$ cat config.mk
export PLATFORM = sky130hd
export DESIGN_NAME = x2821_carriage_ctl
export DESIGN_NICKNAME = d
export VERILOG_FILES = /design/src/rtl/x2821_pkg.sv /design/src/rtl/x2821_rise_det.sv /design/src/rtl/x2821_carriage_ctl.sv
export SDC_FILE = /design/constraint.sdc
export NUM_CORES = 1
export LEC_CHECK = 0
export CAP_MARGIN = 20
export CORE_MARGIN = 10
export CORE_UTILIZATION = 50
export DETAILED_ROUTE_END_ITERATION = 7
export PLACE_DENSITY_LB_ADDON = 0.25
export SYNTH_ARGS = -nofsm -noshare
export SYNTH_HDL_FRONTEND = slang
export SYNTH_SLANG_ARGS = --single-unit
export TNS_END_PERCENT = 100
$ cat constraint.sdc
create_clock -name i_clk -period 6.8 [get_ports i_clk]
set_input_delay 1.36 -clock i_clk [delete_from_list [all_inputs] [get_ports i_clk]]
set_output_delay 1.36 -clock i_clk [all_outputs]
set_load 0.005 [all_outputs]
$ cat src/rtl/x2821_pkg.sv
// Shared types and helpers for the 2821 carriage control slice.
package x2821_pkg;

  localparam int unsigned CHAN_W = 4;
  localparam int unsigned NCHAN  = 12;

  typedef enum logic [2:0] {
    IDLE,
    SPACE,
    SKIP_HI,
    SKIP_LO,
    SETTLE
  } state_t;

  typedef struct packed {
    logic              skip;
    logic [1:0]        count;
    logic [CHAN_W-1:0] channel;
  } cmd_t;

  // One-hot brush mask for a carriage channel; out-of-range channels give no bits.
  function automatic logic [NCHAN-1:0] chan_mask(input logic [CHAN_W-1:0] ch);
    logic [NCHAN-1:0] m;
    m = '0;
    for (int unsigned i = 0; i < NCHAN; i++) begin
      if (ch == CHAN_W'(i + 1)) m[i] = 1'b1;
    end
    return m;
  endfunction

  function automatic logic cmd_ok(input cmd_t c);
    if (c.skip) return (c.channel >= CHAN_W'(1)) && (c.channel <= CHAN_W'(NCHAN));
    else        return c.count != 2'd0;
  endfunction

endpackage

$ cat src/rtl/x2821_rise_det.sv
// Rising-edge detector against a registered one-cycle history of the input bus.
module x2821_rise_det #(
  parameter int unsigned W = 1
) (
  input  logic         i_clk,
  input  logic         i_reset,
  input  logic [W-1:0] i_d,
  output logic [W-1:0] o_rise
);

  logic [W-1:0] r_prev;

  always_ff @(posedge i_clk) begin
    if (i_reset) r_prev <= '0;
    else         r_prev <= i_d;
  end

  assign o_rise = i_d & ~r_prev;

endmodule

$ cat src/rtl/x2821_carriage_ctl.sv
// 2821 carriage control: runs space / skip-to-channel commands on a 1403 carriage,
// driving the clutches from mag-emitter line counts and slow/stop brush edges.
module x2821_carriage_ctl
  import x2821_pkg::*;
#(
  parameter int unsigned LINE_TIMEOUT   = 4096,
  parameter int unsigned SETTLE_CYCLES  = 750,
  parameter int unsigned MAX_SKIP_LINES = 132
) (
  input  logic              i_clk,
  input  logic              i_reset,
  input  logic              i_cmd_valid,
  output logic              o_cmd_ready,
  input  logic              i_cmd_skip,
  input  logic [1:0]        i_cmd_count,
  input  logic [CHAN_W-1:0] i_cmd_channel,
  output logic              o_low_speed_start,
  output logic              o_low_speed_stop,
  output logic              o_high_speed_start,
  output logic              o_high_speed_stop,
  input  logic              i_mag_emitter,
  input  logic [NCHAN-1:0]  i_slow_brushes,
  input  logic [NCHAN-1:0]  i_stop_brushes,
  output logic              o_busy,
  output logic              o_done,
  output logic              o_error,
  output logic [7:0]        o_lines
);

  localparam int unsigned      TMO_W     = $clog2(LINE_TIMEOUT);
  localparam int unsigned      SET_W     = $clog2(SETTLE_CYCLES);
  localparam logic [TMO_W-1:0] TMO_LAST  = TMO_W'(LINE_TIMEOUT - 1);
  localparam logic [SET_W-1:0] SET_LAST  = SET_W'(SETTLE_CYCLES - 1);
  localparam logic [SET_W-1:0] SET_DONE  = SET_W'(SETTLE_CYCLES - 2);
  localparam logic [7:0]       SKIP_LAST = 8'(MAX_SKIP_LINES - 1);

  state_t           r_state;
  logic             r_lo;
  logic             r_hi;
  logic             r_done;
  logic             r_error;
  logic             r_err_flag;
  logic [7:0]       r_lines;
  logic [1:0]       r_count;
  logic [NCHAN-1:0] r_mask;
  logic [TMO_W-1:0] r_tmo;
  logic [SET_W-1:0] r_settle;

  cmd_t             w_cmd;
  logic             w_mag_rise;
  logic [NCHAN-1:0] w_slow_rise;
  logic [NCHAN-1:0] w_stop_rise;
  logic             w_slow_hit;
  logic             w_stop_hit;

  assign w_cmd = '{skip: i_cmd_skip, count: i_cmd_count, channel: i_cmd_channel};

  x2821_rise_det #(.W(1)) u_mag_det (
    .i_clk  (i_clk),
    .i_reset(i_reset),
    .i_d    (i_mag_emitter),
    .o_rise (w_mag_rise)
  );

  x2821_rise_det #(.W(NCHAN)) u_slow_det (
    .i_clk  (i_clk),
    .i_reset(i_reset),
    .i_d    (i_slow_brushes),
    .o_rise (w_slow_rise)
  );

  x2821_rise_det #(.W(NCHAN)) u_stop_det (
    .i_clk  (i_clk),
    .i_reset(i_reset),
    .i_d    (i_stop_brushes),
    .o_rise (w_stop_rise)
  );

  assign w_slow_hit = |(w_slow_rise & r_mask);
  assign w_stop_hit = |(w_stop_rise & r_mask);

  always_ff @(posedge i_clk) begin
    if (i_reset) begin
      r_state    <= IDLE;
      r_lo       <= 1'b0;
      r_hi       <= 1'b0;
      r_done     <= 1'b0;
      r_error    <= 1'b0;
      r_err_flag <= 1'b0;
      r_lines    <= '0;
      r_count    <= '0;
      r_mask     <= '0;
      r_tmo      <= '0;
      r_settle   <= '0;
    end else begin
      r_done  <= 1'b0;
      r_error <= 1'b0;
      // Lines keep counting through settle so carriage coast shows up in o_lines.
      if (r_state != IDLE && w_mag_rise && r_lines != 8'hFF) r_lines <= r_lines + 8'd1;

      case (r_state)
        IDLE: begin
          if (i_cmd_valid) begin
            r_count    <= i_cmd_count;
            r_mask     <= chan_mask(i_cmd_channel);
            r_lines    <= '0;
            r_tmo      <= '0;
            r_settle   <= '0;
            r_err_flag <= ~cmd_ok(w_cmd);
            if (!cmd_ok(w_cmd)) begin
              r_state <= SETTLE;
            end else if (i_cmd_skip) begin
              r_lo    <= 1'b1;
              r_hi    <= 1'b1;
              r_state <= SKIP_HI;
            end else begin
              r_lo    <= 1'b1;
              r_state <= SPACE;
            end
          end
        end

        SPACE: begin
          if (w_mag_rise) begin
            r_tmo <= '0;
            if ((r_lines + 8'd1) == {6'd0, r_count}) begin
              r_lo    <= 1'b0;
              r_state <= SETTLE;
            end
          end else if (r_tmo == TMO_LAST) begin
            r_lo       <= 1'b0;
            r_err_flag <= 1'b1;
            r_state    <= SETTLE;
          end else begin
            r_tmo <= r_tmo + 1'b1;
          end
        end

        SKIP_HI, SKIP_LO: begin
          // Stop brush outranks the line limit, timeout and a coincident slow brush.
          if (w_stop_hit) begin
            r_lo    <= 1'b0;
            r_hi    <= 1'b0;
            r_state <= SETTLE;
          end else if ((w_mag_rise && r_lines == SKIP_LAST) ||
                       (!w_mag_rise && r_tmo == TMO_LAST)) begin
            r_lo       <= 1'b0;
            r_hi       <= 1'b0;
            r_err_flag <= 1'b1;
            r_state    <= SETTLE;
          end else begin
            r_tmo <= w_mag_rise ? '0 : r_tmo + 1'b1;
            if (r_state == SKIP_HI && w_slow_hit) begin
              r_hi    <= 1'b0;
              r_state <= SKIP_LO;
            end
          end
        end

        SETTLE: begin
          if (r_settle == SET_LAST) begin
            r_state <= IDLE;
          end else begin
            r_settle <= r_settle + 1'b1;
            if (r_settle == SET_DONE) begin
              r_done  <= 1'b1;
              r_error <= r_err_flag;
            end
          end
        end

        default: r_state <= IDLE;
      endcase
    end
  end

  assign o_cmd_ready        = (r_state == IDLE);
  assign o_busy             = (r_state != IDLE);
  assign o_low_speed_start  = r_lo;
  assign o_low_speed_stop   = ~r_lo;
  assign o_high_speed_start = r_hi;
  assign o_high_speed_stop  = ~r_hi;
  assign o_done             = r_done;
  assign o_error            = r_error;
  assign o_lines            = r_lines;

endmodule

; ---- Word-level counts from Yosys, hierarchy flattened
; Cells that the tools add are included.
[classes]
reduce_logical = 26
add_sub_neg = 3
order_cmp = 2
n_eq_ne = 37
n_mux = 62
n_bitwise = 13
[op_table]
columns = cell, count
row1 = $mux W12, 6
row2 = $and A12 B12 Y12, 4
row3 = $pmux W12 S3, 1
row4 = $mux W1, 35
row5 = $mux W3, 9
row6 = $mux W8, 3
row7 = $not A12 Y12, 2
row8 = $reduce_or A12 Y1, 2
row9 = $eq A10 B10 Y1 const B, 2
row10 = $eq A4 B4 Y1 const B, 5
row11 = $mux W10, 2
row12 = $pmux W10 S2, 1
row13 = $eq A4 B3 Y1 const B, 4
row14 = $ne A2 B2 Y1 const B, 8
row15 = $reduce_and A5 Y1, 3
row16 = $add A12 B1 Y12 const B, 1
row17 = $eq A12 B12 Y1 const B, 1
row18 = $ne A3 B3 Y1 const B, 4
row19 = $pmux W3 S4, 1
row20 = $reduce_and A6 Y1, 2
row21 = $add A10 B1 Y10 const B, 1
row22 = $add A8 B1 Y8 const B, 1
row23 = $eq A4 B2 Y1 const B, 2
row24 = $eq A8 B2 Y1, 1
row25 = other kinds (26), 42
[totals]
in_bits = 35
output_inout_bits = 16
elab_cells = 157
reg_bits = 77

; ---- Longest topological paths before layout
[depth]
depth_word = 9
mapped_depth = 9
mapped_depth_nobuf = 7

; ---- Cells and area by module
; A second synthesis with hierarchy kept.
[hier_totals]
hier_cells = 426
hier_area_um2 = 3808.7
[modules_own_cells]
columns = module, instances, area_each_um2, cells_per_inst, seq_area_each_um2
row1 = x2821_carriage_ctl, 1, 2877.8, 349, 1041.0
row2 = x2821_rise_det (u_slow_det ...), 2, 441.7, 37, 240.2
row3 = x2821_rise_det (u_mag_det), 1, 47.5, 3, 20.0

; ---- Worst setup path before layout
; Ideal clock, no wire load.
[synth_path]
kind = input -> register
startpoint = in i_stop_brushes[4]
endpoint = reg r_tmo[9]
path_stages = 7
arrival_time_ns = 2.998
n_path_buf = 1
setup_ns = 0.101
t_required_ns = 6.699
setup_slack_ns = 3.701
path_cell_list = nand3b_1 > nand4_1 > nor4_1 > a21boi_1 > or4_1 > buf_2 > o41ai_1
[synth_between]
elab_chain_cells = 5
[synth_rtl]
columns = element, line_no
row1 = from (decl), x2821_carriage_ctl.sv:23  ; input logic [NCHAN-1:0] i_stop_brushes,
row2 = $and A12 B12 Y12, x2821_rise_det.sv:18  ; assign o_rise = i_d & ~r_prev;
row3 = $and A12 B12 Y12, x2821_carriage_ctl.sv:80  ; assign w_stop_hit = |(w_stop_rise & r_mask);
row4 = $reduce_or A12 Y1, x2821_carriage_ctl.sv:80
row5 = $ne A2 B2 Y1 (no line), --
row6 = $reduce_and A5 Y1 (no line), --
row7 = to (signal assigned), x2821_carriage_ctl.sv:135  ; r_tmo <= r_tmo + 1'b1;
row8 = to (signal assigned), x2821_carriage_ctl.sv:152  ; r_tmo <= w_mag_rise ? '0 : r_tmo + 1'b1;
row9 = to (decl), x2821_carriage_ctl.sv:46  ; logic [TMO_W-1:0] r_tmo;
; Every way passes these cells.
; A chain may end at the register's enable or synchronous reset.

; ---- Worst setup path in the final report
[layout_path]
startpoint = in i_stop_brushes[8]
endpoint = reg r_tmo[11]
; Same word-level chain as after synthesis.

==> tab_implementation.tex <==
\begin{tabular}{lr}
\hline
Metric & Value \\
\hline
\multicolumn{2}{l}{\textbf{Timing}} \\
Fin crit share & 0.556 \\
Upper clock frequency limit & around 0.26 GHz \\
Sum of negative setup slack & 0 ns \\
Worst-case clock skew & roughly 0.0083 ns \\
Final slew viol count & 0 \\
Final-report setup violation count & 0 \\
Final hold violation count & 0 \\
RSZ-0062 raised after global routing & false \\
Slew margin rel. & 0.466 \\
Post-layout minimum cycle time & between 3 and 4 ns \\
Slew of the pin with the lowest slew margin & approximately 0.8 ns \\
\multicolumn{2}{l}{\textbf{Clocking}} \\
Clock tree from TritonCTS & done \\
Post-cts repair resize count & 0 \\
CTS Root Cell & sky130\_fd\_sc\_hd\_\_clkbuf\_8 \\
Hold\_buf cts & 0 \\
Number of clock sinks & 77 \\
Clock network latency to the later pin of the worst-skew pair & 0.34 ns \\
Clock-pin slew on the worst setup and hold paths & roughly 0.070 ns \\
Setup Buffers After CTS & 0 \\
Depth of the CTS H-tree & 3 \\
Number of buffers added by the clock tree synthesis step & 9 \\
Maximum buffer depth of the clock tree & 2 \\
\multicolumn{2}{l}{\textbf{Min path}} \\
Cell count of the worst hold path & 2 \\
Launch point of the worst hold path & r\_count[0] \\
Endpoint of the worst hold-timing path & r\_count[0] \\
Hold Path Class & reg2reg \\
\multicolumn{2}{l}{\textbf{Logic synthesis}} \\
Most area-consuming cells after synthesis & sky130\_fd\_sc\_hd\_\_dfxtp\_1 (43\%), sky130\_fd\_sc\_hd\_\_nor2b\_1 (5.8\%), sky130\_fd\_sc\_hd\_\_nand3b\_1 (4.8\%) \\
Area leader, netlist & sky130\_fd\_sc\_hd\_\_dfxtp\_1 \\
Count of flip-flops with a built-in enable after synthesis & 0 \\
Post-synthesis area per instance & approximately 8.6 um2 \\
Number of register bits inferred by synthesis & just under 80 \\
Dominant register cell in the synthesized netlist & sky130\_fd\_sc\_hd\_\_dfxtp\_1 \\
Post-Syn Nets & between 400 and 500 \\
Synth top area share & 0.430 \\
Instance count of the mapped netlist & 418 \\
Sequential fraction of the synthesis area & 0.430 \\
Share of synthesized registers carrying an async set or reset & 0 \\
Count of different cell masters after synthesis & 53 \\
Ys Warns & 0 \\
Synth Cell Area & roughly 3600 um2 \\
\multicolumn{2}{l}{\textbf{Detailed routing}} \\
Routed wire length & a little over 8000 um \\
Avg WL per Cell & between 10 and 15 um \\
Initial DRC Count & $\sim$150 \\
Detailed-route via count & 3163 \\
Drc violations & 0 \\
Antenna violation net count after detailed routing & 0 \\
Pre-antenna DRT Iters & 4 \\
Via-to-Cell Ratio & 5.67 \\
\multicolumn{2}{l}{\textbf{Global route}} \\
Wire length of the first global-routing pass & between 10000 and 15000 um \\
Total global routing overflow & 0 \\
Total GRT Usage & 0.151 \\
Initial antenna violation count & 0 \\
Number of global-route vias before repair & 2948 \\
Largest net degree at the start of global routing & 32 \\
\multicolumn{2}{l}{\textbf{Placement}} \\
Routability Congestion & 0.812 \\
Buffers added on ports & 50 \\
Detailed placement HPWL & between 6000 and 7000 um \\
Cell Count Post-Placement & $\sim$540 \\
\multicolumn{2}{l}{\textbf{Floorplan}} \\
Die Span X & $\sim$100 um \\
\# IOs & 51 \\
Initial cell density of the core & 0.522 \\
Row Count & 30 \\
Core footprint & $\sim$6900 um2 \\
Vertical extent of the die & $\sim$100 um \\
Area enclosed by the die boundary & around 11000 um2 \\
\multicolumn{2}{l}{\textbf{Setup path}} \\
Type of the setup path with the least slack & in2reg \\
Worst R2R Setup Slack & just under 4 ns \\
Critical path startpoint category & input pin \\
Critical-path maximum fanout & 14 \\
Number of buffer and inverter stages on the critical path & 1 \\
Kind of cell with the highest combined delay on the critical path & simple AND/OR/NAND/NOR gates \\
CP cell instances & clkdlybuf4s50\_1 -> nand3b\_1 -> nand4\_1 -> nor4\_1 -> a21boi\_1 -> or4\_1 -> o41ai\_1 \\
Slowest cell on the critical path & sky130\_fd\_sc\_hd\_\_or4\_1 \\
Worst EP arrival & between 4 and 5 ns \\
Worst endpoint required time & 7.04 ns \\
Crit path largest cell delay & just under 0.8 ns \\
Worst Setup End Kind & flop \\
Reg2reg end & r\_tmo[3] \\
Reg2Reg Depth & 5 \\
Worst reg2reg startpoint & o\_lines[3] \\
\multicolumn{2}{l}{\textbf{Status}} \\
Result of the run & complete, no violations \\
\multicolumn{2}{l}{\textbf{Pwr}} \\
Overall power consumption & roughly 0.0011 W \\
Largest voltage drop on the vdd net & around 0.18 mV \\
Static leakage power & roughly 1.5 nW \\
Total power per unit cell area & between 200 and 300 nW/um2 \\
\multicolumn{2}{l}{\textbf{Final layout}} \\
Proportion of layout cells with a drive suffix above 1 & 0.0476 \\
Ant. Diodes & 0 \\
Growth of design area from synthesis to finish & 20.2\% \\
Final std cells w/o fill & about 560 \\
\# nets final & approximately 500 \\
Post-layout util & 0.628 \\
\multicolumn{2}{l}{\textbf{Flow run}} \\
Number of maximum-capacitance violations & 0 \\
\hline
\end{tabular}
[worst min-delay path: cells and delay by family (launching register included)]
| kind | cells | cell delay (ns) |
|---|---|---|
| DFF | 1 | 0.32 |
| and+or+nand+nor | 1 | 0.05 |
| AOI/OAI and AO/OA | 1 | 0.05 |
[state kept, by name (all words and copies together) (netlist names)]
| register | cells |
|---|---|
| o_high_speed_start | 1 |
| o_error | 1 |
| r_mask | 12 |
| r_settle | 10 |
| u_mag_det.r_prev | 1 |
| o_low_speed_start | 1 |
| u_stop_det.r_prev | 12 |
| r_err_flag | 1 |
| o_done | 1 |
| r_count | 2 |
| o_lines | 8 |
| u_slow_det.r_prev | 12 |
| r_state | 3 |
| r_tmo | 12 |
[per-stage QoR]
stage	worst slack [ns]	cell area, um2	hold slack [ns]
2_1_floorplan	3.70	3580	0.429
3_3_place_gp	2.72	4120	0.461
3_5_place_dp	2.64	4120	0.465
4_1_cts	3.01	4310	0.476
5_1_grt	2.79	4310	0.489
6_report	3.02	4310	0.474
[cell type report]
type | count | area, um2
sequential | 77 | 1540
timing repair buffer | 52 | 515
clock inverter | 6 | 63.8
clock buffer | 10 | 128
multi-input combinational | 306 | 1900
tap | 96 | 120
inverter | 11 | 41.3
fill | 586 | 2560
[where the power goes]
| part | internal (W) | switching [W] |
|---|---|---|
| clock network | 0.000169 | 0.000163 |
| logic | 0.000125 | 0.000169 |
| registers | 0.000480 | 0.0000251 |
[Yosys cell counts (5+ instances only)]
cell / count
sky130_fd_sc_hd__dfxtp_1: 77
sky130_fd_sc_hd__nand2_1: 43
sky130_fd_sc_hd__nor2b_1: 33
sky130_fd_sc_hd__nor2_1: 31
sky130_fd_sc_hd__nand3b_1: 23
sky130_fd_sc_hd__a21oi_1: 21
sky130_fd_sc_hd__clkbuf_1: 19
sky130_fd_sc_hd__nand3_1: 14
sky130_fd_sc_hd__nand4_1: 14
sky130_fd_sc_hd__xor2_1: 14
sky130_fd_sc_hd__inv_1: 11
sky130_fd_sc_hd__o21ai_0: 9
sky130_fd_sc_hd__and3_1: 7
sky130_fd_sc_hd__nor3_1: 7
sky130_fd_sc_hd__a211oi_1: 6
sky130_fd_sc_hd__a31oi_1: 6
sky130_fd_sc_hd__o311ai_0: 6
sky130_fd_sc_hd__o31ai_1: 6
sky130_fd_sc_hd__and2_1: 5
sky130_fd_sc_hd__ha_1: 5
sky130_fd_sc_hd__or3_1: 5
[layer usage]
| metal | wire length [um] | track usage | vias up |
|---|---|---|---|
| li1 | - | - | 1585 |
| met1 | 3990 | 0.198 | 1495 |
| met2 | 3810 | 0.237 | 74 |
| met3 | 381 | 0.0424 | 9 |
| met4 | 74 | 0.0422 | 0 |
| met5 | 0 | 0 | - |
[cell families (layout without fill, tap and decap cells)]
kind of cell    after synthesis  in the layout  synth area share
simple gates                200            200             0.305
compound gates               81             81             0.158
flops                        77             77             0.430
buf+inv                      35             79            0.0398
xor+xnor                     17             17            0.0415
fa+ha+maj                     5              5            0.0175
mux                           3              3           0.00838
[how the worst max path moves through the flow]
stage / endpoint / start / slack (ns) / cells past startpoint
2_1_floorplan: r_tmo[9] / i_stop_brushes[4] / 3.70 / 7
3_5_place_dp: r_tmo[11] / i_stop_brushes[4] / 2.64 / 7
3_3_place_gp: r_tmo[11] / i_stop_brushes[4] / 2.72 / 7
5_1_grt: r_tmo[9] / i_stop_brushes[4] / 2.79 / 7
4_1_cts: r_tmo[11] / i_stop_brushes[4] / 3.01 / 7
6_report: r_tmo[11] / i_stop_brushes[8] / 3.02 / 7
[cell usage in the layout, fill, tap and decap left out, drive strengths merged, types with 6 or more instances in the layout]
master and instances:
dfxtp 77, a31oi 6, o311ai 6, nand2 43, a211oi 6, o31ai 6
nor3 7, and3 9, nor2 31, nand4 14, nor2b 33, a21oi 21
inv 11, nand3 14, o21ai 9, clkbuf 10, xor2 14, clkdlybuf4s50 50
nand3b 23
(Power assumes the default switching activity.)
